[config.mk]
export PLATFORM = sky130hd
export DESIGN_NAME = jericalla_multiciclo_flat
export DESIGN_NICKNAME = d
export VERILOG_FILES = /design/src/rtl/jericalla_pkg.sv /design/src/rtl/jericalla_multiciclo_if.sv /design/src/rtl/banco_de_registros_param.sv /design/src/rtl/jericalla_multiciclo.sv /design/src/flat_wrapper.sv
export SDC_FILE = /design/constraint.sdc
export NUM_CORES = 2
export LEC_CHECK = 0
export ABC_AREA = 1
export BUFFER_PORTS_ARGS = -buffer_cell sky130_fd_sc_hd__buf_2
export CORE_UTILIZATION = 50
export CTS_BUF_LIST = sky130_fd_sc_hd__clkbuf_16
export CTS_CLUSTER_SIZE = 25
export DETAILED_ROUTE_END_ITERATION = 8
export GPL_TIMING_DRIVEN = 1
export PLACE_DENSITY = 0.71
export SETUP_SLACK_MARGIN = 0.02
export SYNTH_ARGS = -nofsm -noshare
export SYNTH_HDL_FRONTEND = slang
export SYNTH_SLANG_ARGS = --single-unit
[constraint.sdc]
create_clock -name clk -period 4.4 [get_ports clk]
set_input_delay 0.66 -clock clk [delete_from_list [all_inputs] [get_ports clk]]
set_output_delay 0.66 -clock clk [all_outputs]
set_load 0.05 [all_outputs]
[src/rtl/jericalla_pkg.sv]
// rtl/jericalla_pkg.sv - shared opcodes, FSM encoding and instruction field offsets
package jericalla_pkg;

   localparam logic [3:0] OP_NOP = 4'b0000;
   localparam logic [3:0] OP_ADD = 4'b0010;
   localparam logic [3:0] OP_SUB = 4'b0011;
   localparam logic [3:0] OP_SLT = 4'b0100;
   localparam logic [3:0] OP_LW  = 4'b0101;
   localparam logic [3:0] OP_SW  = 4'b0110;
   localparam logic [3:0] OP_AND = 4'b0111;
   localparam logic [3:0] OP_OR  = 4'b1000;

   typedef enum logic [2:0] {
      S_IDLE   = 3'd0,
      S_DECODE = 3'd1,
      S_EXEC   = 3'd2,
      S_MEM    = 3'd3,
      S_WB     = 3'd4
   } state_t;

   // Instruction layout is {op, rd, rs, rt}, MSB first.
   localparam int RT_LSB = 0;

   function automatic int rs_lsb(input int reg_aw);
      return reg_aw;
   endfunction

   function automatic int rd_lsb(input int reg_aw);
      return 2 * reg_aw;
   endfunction

   function automatic int op_lsb(input int reg_aw);
      return 3 * reg_aw;
   endfunction

endpackage

[src/rtl/jericalla_multiciclo_if.sv]
// rtl/jericalla_multiciclo_if.sv - instruction handshake and observation bus
interface jericalla_multiciclo_if #(
   parameter int DATA_W = 32,
   parameter int REG_AW = 5,
   parameter int OP_W   = 4
);
   localparam int INSTR_W = OP_W + 3 * REG_AW;

   logic [INSTR_W-1:0] instruction;
   logic               instr_valid;
   logic               instr_ready;
   logic [DATA_W-1:0]  data_out;
   logic               zf;
   logic               done;
   logic               err;

   modport master (
      output instruction, instr_valid,
      input  instr_ready, data_out, zf, done, err
   );

   modport slave (
      input  instruction, instr_valid,
      output instr_ready, data_out, zf, done, err
   );
endinterface

[src/rtl/banco_de_registros_param.sv]
// rtl/banco_de_registros_param.sv - register bank, two async read ports, one sync write port
module banco_de_registros_param #(
   parameter int DATA_W = 32,
   parameter int REG_AW = 5
) (
   input  logic              clk,
   input  logic              we,
   input  logic [REG_AW-1:0] waddr,
   input  logic [DATA_W-1:0] wdata,
   input  logic [REG_AW-1:0] raddr_a,
   input  logic [REG_AW-1:0] raddr_b,
   output logic [DATA_W-1:0] rdata_a,
   output logic [DATA_W-1:0] rdata_b
);
   // Contents are never reset; R0 is an ordinary register.
   logic [DATA_W-1:0] mem [2**REG_AW];

   always_ff @(posedge clk) begin
      if (we) begin
         mem[waddr] <= wdata;
      end
   end

   assign rdata_a = mem[raddr_a];
   assign rdata_b = mem[raddr_b];
endmodule

[src/rtl/jericalla_multiciclo.sv]
// rtl/jericalla_multiciclo.sv - multi-cycle decode/exec/mem/wb datapath with handshake
module jericalla_multiciclo
   import jericalla_pkg::*;
#(
   parameter int DATA_W = 32,
   parameter int REG_AW = 5,
   parameter int RAM_AW = 5,
   parameter int OP_W   = 4
) (
   input logic               clk,
   input logic               reset,
   jericalla_multiciclo_if.slave bus
);
   localparam int INSTR_W = OP_W + 3 * REG_AW;
   localparam int RS_LSB  = rs_lsb(REG_AW);
   localparam int RD_LSB  = rd_lsb(REG_AW);
   localparam int OP_LSB  = op_lsb(REG_AW);

   state_t             state;
   logic [INSTR_W-1:0] instr_q;
   logic [DATA_W-1:0]  a_q, b_q, res_q, data_out_q;
   logic [RAM_AW-1:0]  addr_q;
   logic               zf_q, done_q, err_q, ready_q;

   logic [DATA_W-1:0]  ram [2**RAM_AW];
   logic [OP_W-1:0]    op, op_in;
   logic [REG_AW-1:0]  rd, rs, rt;
   logic [DATA_W-1:0]  rdata_s, rdata_t, alu;
   logic               bank_we, ram_we, is_mem_op, is_sw;

   function automatic logic is_legal(input logic [OP_W-1:0] o);
      case (o)
         OP_W'(OP_NOP), OP_W'(OP_ADD), OP_W'(OP_SUB), OP_W'(OP_SLT),
         OP_W'(OP_LW),  OP_W'(OP_SW),  OP_W'(OP_AND), OP_W'(OP_OR): return 1'b1;
         default: return 1'b0;
      endcase
   endfunction

   assign op        = instr_q[OP_LSB +: OP_W];
   assign rd        = instr_q[RD_LSB +: REG_AW];
   assign rs        = instr_q[RS_LSB +: REG_AW];
   assign rt        = instr_q[RT_LSB +: REG_AW];
   assign op_in     = bus.instruction[OP_LSB +: OP_W];
   assign is_sw     = (op == OP_W'(OP_SW));
   assign is_mem_op = is_sw || (op == OP_W'(OP_LW));

   // Write enables derive from the async-reset state, so a reset aborts any pending write.
   assign bank_we = (state == S_WB);
   assign ram_we  = (state == S_MEM) && is_sw;

   banco_de_registros_param #(
      .DATA_W (DATA_W),
      .REG_AW (REG_AW)
   ) u_bank (
      .clk     (clk),
      .we      (bank_we),
      .waddr   (rd),
      .wdata   (res_q),
      .raddr_a (rs),
      .raddr_b (rt),
      .rdata_a (rdata_s),
      .rdata_b (rdata_t)
   );

   always_comb begin
      alu = '0;
      case (op)
         OP_W'(OP_ADD): alu = a_q + b_q;
         OP_W'(OP_SUB): alu = a_q - b_q;
         OP_W'(OP_SLT): alu = {{(DATA_W-1){1'b0}}, (a_q < b_q)};
         OP_W'(OP_AND): alu = a_q & b_q;
         OP_W'(OP_OR):  alu = a_q | b_q;
         default:       alu = '0;
      endcase
   end

   always_ff @(posedge clk) begin
      if (ram_we) begin
         ram[addr_q] <= a_q;
      end
   end

   // done is raised on the edge entering the final state so it is high during that state.
   always_ff @(posedge clk or negedge reset) begin
      if (!reset) begin
         state      <= S_IDLE;
         instr_q    <= '0;
         a_q        <= '0;
         b_q        <= '0;
         res_q      <= '0;
         addr_q     <= '0;
         data_out_q <= '0;
         zf_q       <= 1'b0;
         done_q     <= 1'b0;
         err_q      <= 1'b0;
         ready_q    <= 1'b1;
      end else begin
         case (state)
            S_IDLE: begin
               if (bus.instr_valid && ready_q) begin
                  instr_q <= bus.instruction;
                  ready_q <= 1'b0;
                  done_q  <= (op_in == OP_W'(OP_NOP)) || !is_legal(op_in);
                  err_q   <= !is_legal(op_in);
                  state   <= S_DECODE;
               end
            end
            S_DECODE: begin
               a_q <= rdata_s;
               b_q <= rdata_t;
               if (done_q) begin
                  done_q  <= 1'b0;
                  err_q   <= 1'b0;
                  ready_q <= 1'b1;
                  state   <= S_IDLE;
               end else begin
                  state <= S_EXEC;
               end
            end
            S_EXEC: begin
               if (is_mem_op) begin
                  addr_q <= b_q[RAM_AW-1:0];
                  done_q <= is_sw;
                  state  <= S_MEM;
               end else begin
                  res_q  <= alu;
                  zf_q   <= (alu == '0);
                  done_q <= 1'b1;
                  state  <= S_WB;
               end
            end
            S_MEM: begin
               if (is_sw) begin
                  data_out_q <= a_q;
                  done_q     <= 1'b0;
                  ready_q    <= 1'b1;
                  state      <= S_IDLE;
               end else begin
                  res_q  <= ram[addr_q];
                  done_q <= 1'b1;
                  state  <= S_WB;
               end
            end
            S_WB: begin
               data_out_q <= res_q;
               done_q     <= 1'b0;
               ready_q    <= 1'b1;
               state      <= S_IDLE;
            end
            default: state <= S_IDLE;
         endcase
      end
   end

   assign bus.instr_ready = ready_q;
   assign bus.data_out    = data_out_q;
   assign bus.zf          = zf_q;
   assign bus.done        = done_q;
   assign bus.err         = err_q;
endmodule

[src/flat_wrapper.sv]
// flat-port wrapper written by rule: the top's interface ports become plain ports
module jericalla_multiciclo_flat import jericalla_pkg::*;
#(
   parameter int DATA_W = 32,
   parameter int REG_AW = 5,
   parameter int RAM_AW = 5,
   parameter int OP_W   = 4
)
  (clk, reset, bus_instruction, bus_instr_valid, bus_instr_ready, bus_data_out, bus_zf, bus_done, bus_err);
  jericalla_multiciclo_if #(.DATA_W(DATA_W), .REG_AW(REG_AW), .OP_W(OP_W)) bus_i ();
  input logic clk;
  input logic reset;
  input wire logic [$bits(bus_i.instruction)-1:0] bus_instruction;
  input wire logic [$bits(bus_i.instr_valid)-1:0] bus_instr_valid;
  output wire logic [$bits(bus_i.instr_ready)-1:0] bus_instr_ready;
  output wire logic [$bits(bus_i.data_out)-1:0] bus_data_out;
  output wire logic [$bits(bus_i.zf)-1:0] bus_zf;
  output wire logic [$bits(bus_i.done)-1:0] bus_done;
  output wire logic [$bits(bus_i.err)-1:0] bus_err;
  assign bus_i.instruction = bus_instruction;
  assign bus_i.instr_valid = bus_instr_valid;
  assign bus_instr_ready = bus_i.instr_ready;
  assign bus_data_out = bus_i.data_out;
  assign bus_zf = bus_i.zf;
  assign bus_done = bus_i.done;
  assign bus_err = bus_i.err;
  jericalla_multiciclo #(.DATA_W(DATA_W), .REG_AW(REG_AW), .RAM_AW(RAM_AW), .OP_W(OP_W)) u_core (.clk(clk), .reset(reset), .bus(bus_i));
endmodule
# Word-level counts from Yosys, hierarchy flattened
# Memory sizes are Yosys's and may differ from the RTL's. A register that Yosys moved wholly into a read port is not among the register bits.
# Index checks and enable logic that the tools add are counted.
[totals]
regBits = 95
ramBits = 2048
rom_bits = 32
in_bits = 22
output_inout_bits = 36
word_cells = 90
memories = 4
[memory_table]
columns = ["name", "words", "word_bits", "read_ports", "rd_clocked_by_memory_dff", "write_ports", "line", "text"]
rows = [
  ["u_core.ram", 32, 32, 1, 0, 1, "jericalla_multiciclo.sv:25", "logic [DATA_W-1:0] ram [2**RAM_AW];"],
  ["u_core.u_bank.mem", 32, 32, 2, 2, 1, "banco_de_registros_param.sv:16", "logic [DATA_W-1:0] mem [2**REG_AW];"],
  ["(name not given)", 16, 1, 1, 0, 0, "jericalla_multiciclo.sv:32", "case (o)"],
  ["(name not given)", 16, 1, 1, 0, 0, "jericalla_multiciclo.sv:32", ""],
]
[classes]
n_addsub = 2
n_lt_le_gt_ge = 1
n_eq_ne = 16
mux = 30
n_bitwise = 3
reduce_logical = 25
[ops]
columns = ["cell", "n"]
rows = [
  ["$pmux 32 s5", 1],
  ["$pmux 32 s2", 2],
  ["$mux 32", 3],
  ["$add 32x32->32", 1],
  ["$and 32x32->32", 1],
  ["$logic_not 32->1", 1],
  ["$lt 32x32->1", 1],
  ["$or 32x32->32", 1],
  ["$sub 32x32->32", 1],
  ["$eq 4x3->1 const B", 4],
  ["$mux 1", 16],
  ["$pmux 3 s4", 1],
  ["$reduce_and 2->1", 5],
  ["$mux 3", 3],
  ["$eq 4x2->1 const B", 2],
  ["$pmux 1 s4", 2],
  ["$reduce_bool 4->1", 2],
  ["$eq 3x2->1 const B", 2],
  ["$ne 2x1->1 const B", 3],
  ["$reduce_and 3->1", 2],
  ["$reduce_bool 2->1", 3],
  ["$eq 4x4->1 const B", 1],
  ["$logic_not 1->1", 4],
  ["$logic_not 4->1", 1],
  ["11 further kinds", 14],
]

# Depth between registers and ports, before layout
[logic_depth]
ltp_word = 7
ltp_mapped = 22
mapped_depth_nobuf = 21

# Hierarchy
# A second synthesis with hierarchy kept.
[hier_totals]
cells_unflattened = 10159
area_unflattened_um2 = 102901.2
[by_module_without_submodules]
columns = ["mod", "instances", "cells_per_inst", "area_per_inst_um2", "seq_area_each_um2"]
rows = [
  ["banco_de_registros_param", 1, 5935, 52347.7, 30749.5],
  ["jericalla_multiciclo", 1, 4224, 50553.5, 34729.6],
]

# Worst setup path after synthesis
# OpenSTA, ideal clock, no wires.
[synth_timing]
kind = "register to register"
startpoint = "register u_core.state[2]"
endpoint = "memory u_core.ram[10][0] (enable)"
setup_time_ps = 421
arrival_time_ps = 2684
slack_ps = 1295
stages_incl_launch_ff = 9
path_cell_list = "dfrtp_1 nor2_1 inv_1 nor2_1 inv_1 clkbuf_1 nor2_1 nand2_1 nor2_1"
[synth_via]
elab_chain_cells = 4
[synth_rtl]
columns = ["element", "line", "text"]
rows = [
  ["from (decl)", "jericalla_multiciclo.sv:19", "state_t state;"],
  ["from (signal assigned)", "jericalla_multiciclo.sv:86", "state <= S_IDLE;"],
  ["from (signal assigned)", "jericalla_multiciclo.sv:105", "state <= S_DECODE;"],
  ["from (signal assigned)", "jericalla_multiciclo.sv:115", "state <= S_IDLE;"],
  ["$eq 3x2->1", "jericalla_multiciclo.sv:49", "assign ram_we = (state == S_MEM) && is_sw;"],
  ["$logic_and 1x1->1", "jericalla_multiciclo.sv:49", ""],
  ["$mux 1", "jericalla_multiciclo.sv:78", "if (ram_we) begin"],
  ["$mux 1 (not written as such)", "jericalla_multiciclo.sv:79", "ram[addr_q] <= a_q;"],
  ["to (decl)", "jericalla_multiciclo.sv:25", ""],
]
# No other way between the ends.

# Worst setup path after layout
[layout_timing]
startpoint = "register u_core.b_q[9], read port of u_core.u_bank.mem"
endpoint = "register u_core.zf_q (netlist: u_core.bus.zf)"
[layout_via]
elab_chain_cells = 3
word_cells_on_any_way = 7
cone_classes = "2 x add/sub; 1 x order compare; 1 x mux; 2 x bitwise; 1 x reduce/logical"
[layout_rtl]
columns = ["element", "line", "text"]
rows = [
  ["from (decl)", "jericalla_multiciclo.sv:21", "logic [DATA_W-1:0] a_q, b_q, res_q, data_out_q;"],
  ["$sub 32x32->32, or another cell as far along", "jericalla_multiciclo.sv:69", "OP_W'(OP_SUB): alu = a_q - b_q;"],
  ["$pmux 32 s5 *", "jericalla_multiciclo.sv:67", "case (op)"],
  ["$logic_not 32->1 *", "jericalla_multiciclo.sv:127", "zf_q <= (alu == '0);"],
  ["to (signal assigned)", "jericalla_multiciclo.sv:127", ""],
  ["to (decl)", "jericalla_multiciclo.sv:23", "logic zf_q, done_q, err_q, ready_q;"],
]
# Every way passes the cells marked *; elsewhere a longest branch is shown, timed or not.
# A chain may end at the register's enable or synchronous reset.

==> flow_summary.yaml <==
clock_network:
  cts_sinks: 2207
  cts_buffer_depth: 3
  post_cts_buffers: 0
  holdBufCountCts: 11
  worstSkewPairLatency_ns: 0.91
  cts_resized: 0
  clk_pin_slew_worst_paths_ns: 0.07
  cts_tree: "yes"
  numCtsBuffers: 212
  root_buffer: "clkbuf_16"
  htreeDepth: 4
timing:
  finClkSkew_ns: 0.0672
  rsz0062_at_grt: "no"
  setup_viol: 0
  worst_pin_slew_ns: 1.50
  whs_ns: 0.0417
  final.setup.tns_ns: 0
  slew_violations: 0
  fin_crit_ns: 3.84
  fin_crit_sh_pct: 87.2
  relSlewSlack_pct: 0.271
  hold_viol_final: 0
  max_freq_mhz: 261
worst_hold_path:
  min_path_type: "primary input to flip-flop"
  hp-start: "bus_instruction[0]"
power:
  switchingPower_mw: 35.2
  p_per_area_nw_per_um2: 729
  pwr-share-seq_pct: 35.3
  p_leak_nw: 38.1
  p_int_mw: 45.6
  switching_share_pct: 43.6
  combPwrFrac_pct: 41.9
  peakVddDrop_uv: 709
  pwr-share-clk_pct: 22.8
setup_path:
  reg2reg_to: "u_core.bus.zf"
  worst_path_max_delay_cell: "ha_1"
  crit_chain: "inv_1, ha_1, nand2_1, nor2_1, nand3_1, nand3_1, nand3_1, nand2_1, nand2_1, nand3_1, nand3_1, nor2_1, nand2_1, nor2_1, nand3_1, nand2_1"
  arrival_ns: 4.68
  crit_cells: 16
  crit_end: "u_core.bus.zf"
  cp_common_cell: "nand3_1"
  crit_type: "flip-flop to flip-flop"
  r2r_cells: 16
  r2r_start: "u_core.b_q[9]"
  critPathBufInv: 1
  path_max_fanout: 9
  crit_required_ns: 5.24
  crit_path_start_kind: "flip-flop"
  r2r_slack_ns: 0.56
  crit_path_end_kind: "flip-flop"
  crit_family: "simple AND/OR/NAND/NOR gates"
  crit_path_start: "u_core.b_q[9]"
  critical-path-max-stage-delay_ns: 0.52
yosys:
  ys_types: 55
  async_reset_ff_share_pct: 7.20
  ys_ff_latch: 2207
  avgSynthCellArea_sq_um: 11.0
  synth_edf_count: 2048
  synth.cell_area_sq_um: 99000
  ys_seq_area_share_pct: 66.1
  synth_most_common_cell: "edfxtp_1"
  synth_largest_area_cell: "edfxtp_1"
  synth_cells: 8989
  ys_top_cells_by_area: "edfxtp_1 62%, o21ai_0 6.6%, nor2_1 5.9%"
  synth_common_cells: "2048 x edfxtp_1, 1563 x nor2_1, 1313 x o21ai_0"
  yosys_warnings: 0
  ys.flop_type: "edfxtp_1"
  syn_nets: 9126
  netlist.area_leader.share_pct: 62.1
floorplan:
  core_region_area_sq_um: 196000
  die_y_um: 447
  die_x_um: 447
  initial_utilization_pct: 50.6
  dieArea_sq_um: 200000
  rows: 162
  pin_count: 58
grt:
  grt_pass1_vias: 74523
  grt_overflow_total: 0
  grt_pass1_wl_mm: 504
  grtUsageTotal_pct: 34.5
  antenna_found_initial: 18
  grt_start_max_net_pins: 191
outcome:
  violations: "capacitance limit"
  outcome: "finished, violations left"
placed_design:
  dp_hpwl_mm: 211
  io_buffers: 57
  place.gp.congestion: 0.988
drt:
  final_antenna_net_count: 0
  viasPerCell: 6.74
  wl_per_cell_um: 30.1
  num_vias: 79202
  dr.pass1.iters: 7
  drt_iter0_drc: 13722
  drc: 0
  routed_wl_mm: 354
layout:
  drive_gt1_share_pct: 9.17
  area_growth_pct: 12.1
  finalNetCount: 9083
job:
  drv_cap: 1
[worst min path at each step]
stage | cells after the start | end
after CTS | 3 | u_core.instr_q[0]
final | 3 | u_core.instr_q[0]
after global routing | 3 | u_core.instr_q[18]
after global placement | 2 | u_core.res_q[9]
after floorplan | 0 | u_core.a_q[0]
after detailed placement | 2 | u_core.res_q[9]
[stage by stage]
stage	util (%)	power, mW	setup WS [ns]	cells	instance area [sq um]
finish	56.7	80.9	0.562	11758	111000
global route	56.7	83.6	0.447	11751	111000
CTS	56.7	79.5	0.564	11751	111000
detailed placement	53.0	61.4	0.573	11345	104000
global placement	53.0	60.9	0.595	11345	104000
floorplan	-	48.0	1.29	8989	99000
[power by group through the flow]
stage | combinational, mW | sequential (mW) | clock [mW]
final | 33.9 | 28.5 | 18.5
after global routing | 35.7 | 28.6 | 19.2
after CTS | 32.6 | 28.4 | 18.5
after detailed placement | 32.5 | 28.9 | 0
after global placement | 32.1 | 28.8 | 0
after floorplan | 18.8 | 29.2 | 0
[cell usage in the layout (no fill, tap or decap), types with 40 or more instances in the layout]
| cell type | Yosys | routed |
|---|---|---|
| o221ai_1 | 70 | 70 |
| edfxtp_1 | 2048 | 2048 |
| ha_1 | 113 | 113 |
| o21ai_0 | 1313 | 1313 |
| o211ai_1 | 40 | 40 |
| a21oi_1 | 276 | 276 |
| clkinv_1 | 5 | 49 |
| nand3_1 | 225 | 225 |
| a22oi_1 | 448 | 448 |
| nor2_4 | 0 | 69 |
| buf_12 | 0 | 68 |
| buf_4 | 15 | 249 |
| dfrtp_1 | 158 | 144 |
| clkbuf_16 | 0 | 216 |
| buf_2 | 111 | 56 |
| nor2_1 | 1563 | 1492 |
| o22ai_1 | 560 | 560 |
| nand2_1 | 841 | 841 |
| inv_1 | 339 | 381 |
[flip-flops by register name (all words and copies together), names as in the netlist, 3 cells and up]
signal	cells
u_core.ram	1024
u_core.u_bank.mem	1024
u_core.a_q	32
u_core.b_q	32
u_core.bus.data_out	32
u_core.res_q	32
u_core.instr_q	19
u_core.addr_q	5
u_core.state	3
[worst register-to-register path: cells and delay by family (launching register included)]
family        cells  cell delay [ns]
fa+ha+maj         1             0.52
buf+inv           1             0.09
flops             1             0.37
simple gates     14             2.82
[cells by family (layout without fill, tap and decap cells)]
logic type	after synthesis	in the layout	synth area share [%]
buffers and inverters	1013	1151	4.05
adder cells (fa/ha/maj)	115	115	1.47
AO/OA/AOI/OAI	2867	2867	17.1
AND/OR/NAND/NOR	2783	2783	11.3
XOR/XNOR	3	3	0.0265
other	0	7	0
flip-flops	2207	2207	66.1
multiplexers	1	1	0.0114
[metal layers]
metal / GRT usage [%] / part of all wire, %
met1: 44.1 / 35
met2: 54.6 / 46
met3: 7.71 / 13
met4: 19.1 / 6.1
met5: 0 / 0.016
[layout make-up]
| type | count | area, sq um |
|---|---|---|
| fill | 15820 | 84800 |
| tap | 2624 | 3280 |
| clock buffer | 216 | 5410 |
| sequential | 2207 | 65500 |
| inverter | 371 | 1450 |
| clock inverter | 179 | 1600 |
| antenna | 7 | 17.5 |
| timing repair buffer | 385 | 3630 |
| multi-input combinational | 5769 | 30100 |
Note: power is estimated with default switching activity, not from simulation.
